`src/rtl/id_stage.sv`:
```
// RV32I decode stage: register file with write-first reads, instruction decode,
// load-use hazard detection and the ID/EX pipeline register.
module id_stage (
  input  logic        clk,
  input  logic        reset_n,
  input  logic        is_valid_in,
  input  logic [31:0] pc_in,
  input  logic [31:0] instr_in,
  input  logic        is_flush,
  input  logic        wb_we,
  input  logic [4:0]  wb_rd,
  input  logic [31:0] wb_data,
  input  logic        ex_is_load,
  input  logic [4:0]  ex_rd,
  output logic        is_stall,
  output logic        is_valid,
  output logic [31:0] pc,
  output logic [31:0] rs1_data,
  output logic [31:0] rs2_data,
  output logic [31:0] imm,
  output logic [4:0]  rs1,
  output logic [4:0]  rs2,
  output logic [4:0]  rd,
  output logic [2:0]  funct3,
  output logic [3:0]  alu_op,
  output logic        reg_we,
  output logic        mem_re,
  output logic        mem_we,
  output logic        is_branch,
  output logic        is_jump,
  output logic        alu_src_imm,
  output logic        is_illegal
);

  localparam logic [6:0] OP_R      = 7'b0110011;
  localparam logic [6:0] OP_I      = 7'b0010011;
  localparam logic [6:0] OP_LOAD   = 7'b0000011;
  localparam logic [6:0] OP_STORE  = 7'b0100011;
  localparam logic [6:0] OP_BRANCH = 7'b1100011;
  localparam logic [6:0] OP_JAL    = 7'b1101111;
  localparam logic [6:0] OP_JALR   = 7'b1100111;
  localparam logic [6:0] OP_LUI    = 7'b0110111;
  localparam logic [6:0] OP_AUIPC  = 7'b0010111;

  localparam logic [3:0] ALU_ADD   = 4'd0;
  localparam logic [3:0] ALU_SUB   = 4'd1;
  localparam logic [3:0] ALU_SLL   = 4'd2;
  localparam logic [3:0] ALU_SLT   = 4'd3;
  localparam logic [3:0] ALU_SLTU  = 4'd4;
  localparam logic [3:0] ALU_XOR   = 4'd5;
  localparam logic [3:0] ALU_SRL   = 4'd6;
  localparam logic [3:0] ALU_SRA   = 4'd7;
  localparam logic [3:0] ALU_OR    = 4'd8;
  localparam logic [3:0] ALU_AND   = 4'd9;
  localparam logic [3:0] ALU_PASSB = 4'd10;

  logic [31:0] rf [32];

  logic [6:0]  opcode;
  logic [4:0]  rd_f, rs1_f, rs2_f;
  logic [2:0]  f3;
  logic [31:0] d_imm, d_rs1_data, d_rs2_data;
  logic [3:0]  d_alu_op;
  logic        writes_rd, uses_rs1, uses_rs2;
  logic        d_mem_re, d_mem_we, d_branch, d_jump, d_src_imm, d_illegal;
  logic        bubble;

  assign opcode = instr_in[6:0];
  assign rd_f   = instr_in[11:7];
  assign f3     = instr_in[14:12];
  assign rs1_f  = instr_in[19:15];
  assign rs2_f  = instr_in[24:20];

  // instr[30] only distinguishes SUB for register ops; shifts use it for both forms
  function automatic logic [3:0] alu_fn(input logic [2:0] fn, input logic alt, input logic reg_op);
    case (fn)
      3'b000:  alu_fn = (alt && reg_op) ? ALU_SUB : ALU_ADD;
      3'b001:  alu_fn = ALU_SLL;
      3'b010:  alu_fn = ALU_SLT;
      3'b011:  alu_fn = ALU_SLTU;
      3'b100:  alu_fn = ALU_XOR;
      3'b101:  alu_fn = alt ? ALU_SRA : ALU_SRL;
      3'b110:  alu_fn = ALU_OR;
      default: alu_fn = ALU_AND;
    endcase
  endfunction

  always_ff @(posedge clk or negedge reset_n) begin
    if (!reset_n) begin
      for (int i = 0; i < 32; i++) rf[i] <= '0;
    end else if (wb_we && wb_rd != 5'd0) begin
      rf[wb_rd] <= wb_data;
    end
  end

  // Write-first bypass so a same-cycle write-back is seen by decode
  always_comb begin
    d_rs1_data = rf[rs1_f];
    d_rs2_data = rf[rs2_f];
    if (wb_we && wb_rd != 5'd0 && wb_rd == rs1_f) d_rs1_data = wb_data;
    if (wb_we && wb_rd != 5'd0 && wb_rd == rs2_f) d_rs2_data = wb_data;
    if (rs1_f == 5'd0) d_rs1_data = '0;
    if (rs2_f == 5'd0) d_rs2_data = '0;
  end

  always_comb begin
    d_imm     = '0;
    d_alu_op  = ALU_ADD;
    writes_rd = 1'b0;
    uses_rs1  = 1'b0;
    uses_rs2  = 1'b0;
    d_mem_re  = 1'b0;
    d_mem_we  = 1'b0;
    d_branch  = 1'b0;
    d_jump    = 1'b0;
    d_src_imm = 1'b0;
    d_illegal = 1'b0;
    case (opcode)
      OP_R: begin
        d_alu_op  = alu_fn(f3, instr_in[30], 1'b1);
        writes_rd = 1'b1;
        uses_rs1  = 1'b1;
        uses_rs2  = 1'b1;
      end
      OP_I: begin
        d_imm     = {{20{instr_in[31]}}, instr_in[31:20]};
        d_alu_op  = alu_fn(f3, instr_in[30], 1'b0);
        writes_rd = 1'b1;
        uses_rs1  = 1'b1;
        d_src_imm = 1'b1;
      end
      OP_LOAD: begin
        d_imm     = {{20{instr_in[31]}}, instr_in[31:20]};
        writes_rd = 1'b1;
        uses_rs1  = 1'b1;
        d_mem_re  = 1'b1;
        d_src_imm = 1'b1;
      end
      OP_STORE: begin
        d_imm     = {{20{instr_in[31]}}, instr_in[31:25], instr_in[11:7]};
        uses_rs1  = 1'b1;
        uses_rs2  = 1'b1;
        d_mem_we  = 1'b1;
        d_src_imm = 1'b1;
      end
      OP_BRANCH: begin
        d_imm     = {{19{instr_in[31]}}, instr_in[31], instr_in[7], instr_in[30:25], instr_in[11:8], 1'b0};
        d_alu_op  = ALU_SUB;
        uses_rs1  = 1'b1;
        uses_rs2  = 1'b1;
        d_branch  = 1'b1;
      end
      OP_JAL: begin
        d_imm     = {{11{instr_in[31]}}, instr_in[31], instr_in[19:12], instr_in[20], instr_in[30:21], 1'b0};
        writes_rd = 1'b1;
        d_jump    = 1'b1;
        d_src_imm = 1'b1;
      end
      OP_JALR: begin
        d_imm     = {{20{instr_in[31]}}, instr_in[31:20]};
        writes_rd = 1'b1;
        uses_rs1  = 1'b1;
        d_jump    = 1'b1;
        d_src_imm = 1'b1;
      end
      OP_LUI: begin
        d_imm     = {instr_in[31:12], 12'b0};
        d_alu_op  = ALU_PASSB;
        writes_rd = 1'b1;
        d_src_imm = 1'b1;
      end
      OP_AUIPC: begin
        d_imm     = {instr_in[31:12], 12'b0};
        writes_rd = 1'b1;
        d_src_imm = 1'b1;
      end
      default: d_illegal = 1'b1;
    endcase
  end

  // Flush wins over the load-use stall; reset also masks the request
  assign is_stall = reset_n && is_valid_in && !is_flush && ex_is_load && (ex_rd != 5'd0) &&
                    ((uses_rs1 && ex_rd == rs1_f) || (uses_rs2 && ex_rd == rs2_f));
  assign bubble = !is_valid_in || is_flush || is_stall;

  always_ff @(posedge clk or negedge reset_n) begin
    if (!reset_n) begin
      is_valid    <= 1'b0;
      pc          <= '0;
      rs1_data    <= '0;
      rs2_data    <= '0;
      imm         <= '0;
      rs1         <= '0;
      rs2         <= '0;
      rd          <= '0;
      funct3      <= '0;
      alu_op      <= '0;
      reg_we      <= 1'b0;
      mem_re      <= 1'b0;
      mem_we      <= 1'b0;
      is_branch   <= 1'b0;
      is_jump     <= 1'b0;
      alu_src_imm <= 1'b0;
      is_illegal  <= 1'b0;
    end else begin
      pc          <= pc_in;
      rs1_data    <= d_rs1_data;
      rs2_data    <= d_rs2_data;
      imm         <= d_imm;
      rs1         <= rs1_f;
      rs2         <= rs2_f;
      funct3      <= f3;
      alu_op      <= d_alu_op;
      is_valid    <= !bubble;
      rd          <= (!bubble && writes_rd) ? rd_f : 5'd0;
      reg_we      <= !bubble && writes_rd && (rd_f != 5'd0);
      mem_re      <= !bubble && d_mem_re;
      mem_we      <= !bubble && d_mem_we;
      is_branch   <= !bubble && d_branch;
      is_jump     <= !bubble && d_jump;
      alu_src_imm <= !bubble && d_src_imm;
      is_illegal  <= !bubble && d_illegal;
    end
  end

endmodule
```
`config.mk`:
```
export PLATFORM = sky130hd
export DESIGN_NAME = id_stage
export DESIGN_NICKNAME = d
export VERILOG_FILES = /design/src/rtl/id_stage.sv
export SDC_FILE = /design/constraint.sdc
export NUM_CORES = 2
export LEC_CHECK = 0
export BUFFER_PORTS_ARGS = -buffer_cell sky130_fd_sc_hd__buf_2
export CAP_MARGIN = 25
export CORE_ASPECT_RATIO = 0.9
export CORE_MARGIN = 8
export CORE_UTILIZATION = 56
export CTS_BUF_LIST = sky130_fd_sc_hd__clkbuf_8 sky130_fd_sc_hd__clkbuf_16
export DETAILED_ROUTE_END_ITERATION = 10
export PLACE_DENSITY = 0.83
export SYNTH_ARGS = -nofsm -noshare
export SYNTH_HDL_FRONTEND = slang
export SYNTH_SLANG_ARGS = --single-unit
```
`constraint.sdc`:
```
create_clock -name clk -period 2.4 [get_ports clk]
set_clock_uncertainty 0.05 [all_clocks]
set_input_delay 0.72 -clock clk [delete_from_list [all_inputs] [get_ports clk]]
set_output_delay 0.72 -clock clk [all_outputs]
set_load 0.02 [all_outputs]
```
==> summary.txt <==
Startpoint Class -> input pin
largest net degree at the start of global routing -> 176
first-pass GRT wire length -> 295000 µm
top_reg_cell synth -> dfrtp_1
Die Height -> 327 µm
Overflow after GRT -> 0
Clock Sinks -> 1182
worst r2r dst -> rs1_data[30]
die span in x -> 362 µm
Commonest cells post-synth -> dfrtp_1 (1182), mux2_2 (1056), mux4_2 (354), mux2i_1 (350), clkbuf_1 (226)
H-Tree Depth -> 3
pins over their slew limit -> 0
Starting Density -> 56.3%
crit path from -> ex_rd[1]
row count -> 114
final core utilization -> 67.0%
vias per cell -> 7.03
initial antenna violation count -> 19
hpwl dp -> 129000 µm
CP max FO -> 2
Root Driver -> clkbuf_16
worst hold path type -> input pin to register
r2r setup slk -> 0.44 ns
Total Neg Setup Slack -> -0.251 ns
Worst setup EP type -> output port
die area -> 0.118 mm²
Max Cap Viol -> 0
post-synthesis cell count -> 4221
clock tree buffer depth -> 3
CP Class -> input pin to output port
port bufs -> 270
Synthesized Nets -> 4333
synth top area cells -> dfrtp_1 (49%), mux2_2 (20%), mux4_2 (13%)
number of synthesized register bits -> 1182
area fraction of the dominant cell type after synthesis -> 49.1%
Final Setup Violations -> 1
failing checks -> negative setup slack
RSZ-0062 raised after global routing -> true
cell area after synthesis -> 0.0602 mm²
synth unique cells -> 56
sequential share of the synthesized area -> 49.1%
area grow syn2layout -> 19.0%
total core area -> 0.107 mm²
final hold violation count -> 0
Post-Syn Area per Cell -> 14.3 µm²
number of DRC markers in iteration 0 -> 5342
count leader, synth -> dfrtp_1
residual DRC count -> 0
Setup WS pre-CTS -> -0.472 ns
status -> finished with violations
Worst Tran Pin Value -> 0.968 ns
worst setup path endpoint -> is_stall
Pre-antenna DRT Iters -> 6
cell taking the most area after synthesis -> dfrtp_1
Arrival @ worst endpoint -> 1.88 ns
CTS clock-pin slew for the worst setup and hold paths -> 0.05 ns
routed len/inst -> 32.3 µm
Worst VDD drop -> 0.821 mV
Leakage -> 0.0327 µW
FF-to-FF path depth -> 5
clock period minus worst slack -> 2.65 ns
Power Density -> 808 mW/mm²
Ys Warns -> 0
CTS buffer count -> 117
latest clock arrival within the worst-skew pair -> 0.76 ns
final WL -> 198000 µm
min setup slack post-route -> -0.251 ns
worst hold slack -> 0.0410 ns
fmax -> 377 MHz
fin crit share -> 110%
I/O pin cnt -> 271
vias in the first global route -> 45100
GR Util All Layers -> 33.0%
Async SR Flop Fraction -> 100%
Nets -> 4761
Rel. slew slack -> 35.5%
Critical R2R Launch -> rf[926]
CTS tree -> done
share of cells above drive strength 1 -> 50.6%
total number of vias -> 43200
gpl congestion -> 0.935
Detail Route Antenna Nets -> 0
EDFF count, synth -> 0
WP data required -> 1.63 ns
## report_power, final
part | total [µW] | internal [µW] | leakage (µW) | switching [µW]
Combinational | 11600 | 6590 | 0.0154 | 5000
Clock | 19900 | 11700 | 0.00214 | 8190
Sequential | 26400 | 23400 | 0.0151 | 2990
Total | 57900 | 41700 | 0.0327 | 16200
## state kept, by name, indices dropped and copies added (netlist names), 3 cells and up
| signal | cells |
|---|---|
| funct3 | 3 |
| pc | 32 |
| rf | 1024 |
| rs1_data | 32 |
| imm | 32 |
| rs2 | 5 |
| rs1 | 5 |
| rd | 5 |
| rs2_data | 32 |
| alu_op | 4 |
## metrics by stage
step	power, µW	instances	area (µm²)
final	57900	6148	71600
after global routing	59800	6144	71600
after CTS	57700	6129	71500
after detailed placement	37800	5882	67000
after global placement	37100	5882	67000
after floorplan	33600	4221	60400
## layer usage
layer / vias to the layer above / GRT usage, % / routed length, µm
li1: 16900 / - / -
met1: 22300 / 42.1 / 71600
met2: 3119 / 50.1 / 88600
met3: 858 / 11.2 / 25200
met4: 16 / 17.2 / 12700
met5: - / 0 / 112
## cell families (layout without fill, tap and decap cells)
logic type	Yosys count	in the layout	synth area share (%)
flops	1182	1182	49.1
compound gates	445	445	5.45
buf+inv	472	999	3.55
xor+xnor	20	20	0.291
other cells	0	8	0
mux	1760	1760	38.8
simple gates	342	342	2.74
## timing repair
item / 4_1_cts / 5_1_grt
pin swaps: 5 / 0
hold buffers: 27 / 0
setup endpoints to repair: 1 / 1
gates resized for setup: 11 / 3
endpoints found under the hold margin: 30 / 0
buffers inserted: 2 / 11
## area by class of cell
| cell class | count | area, µm² |
|---|---|---|
| Tap cell | 1392 | 1740 |
| Multi-Input combinational cell | 2567 | 28800 |
| Clock buffer | 137 | 3230 |
| Inverter | 10 | 37.5 |
| Antenna cell | 8 | 20.0 |
| Sequential cell | 1182 | 29600 |
| Fill cell | 7024 | 35300 |
| Clock inverter | 81 | 940 |
| Timing Repair Buffer | 771 | 7350 |
## cell usage in the layout, fill, tap and decap left out, types with 8 or more instances in the layout
cell	Yosys	layout
a211o_1	22	22
a211oi_1	16	15
a21o_1	23	23
a21oi_1	69	67
a221o_1	34	34
a221oi_1	85	85
a22oi_1	11	11
a31oi_1	21	21
a32o_1	11	11
buf_12	0	165
buf_2	128	257
buf_4	28	313
bufinv_16	0	20
clkbuf_16	0	119
clkbuf_8	0	20
clkinv_2	0	22
dfrtp_1	1182	1182
diode_2	0	8
dlygate4sd3_1	0	27
inv_1	10	33
mux2_2	1056	1055
mux2i_1	350	350
mux4_2	354	354
nand2_1	143	128
nand2_2	0	15
nand2b_1	28	28
nand3_1	11	10
nor2_1	32	12
nor2_4	0	19
nor2b_1	31	28
nor3_1	58	56
o21ai_0	11	11
o21ai_1	38	38
o221ai_1	32	32
o22ai_1	32	32
o31ai_1	22	22
xor2_1	13	13
## worst min path at each step
stage	startpoint	slack [ns]	to	cells after the start
6_report	pc_in[16]	0.04	pc[16]	1
4_1_cts	pc_in[15]	0.002	pc[15]	1
2_1_floorplan	reset_n	0.37	alu_op[0]	0
3_5_place_dp	rf[997]	0.33	rf[997]	0
3_3_place_gp	rf[995]	0.33	rf[995]	0
5_1_grt	pc_in[15]	0.02	pc[15]	1
## critical path, cell delays in order
cell,delay [ns]
buf_2,0.12
or4_1,0.51
o2111ai_1,0.21
buf_4,0.16
a21oi_4,0.04
buf_6,0.13
Note: power is estimated with default switching activity, not from simulation.
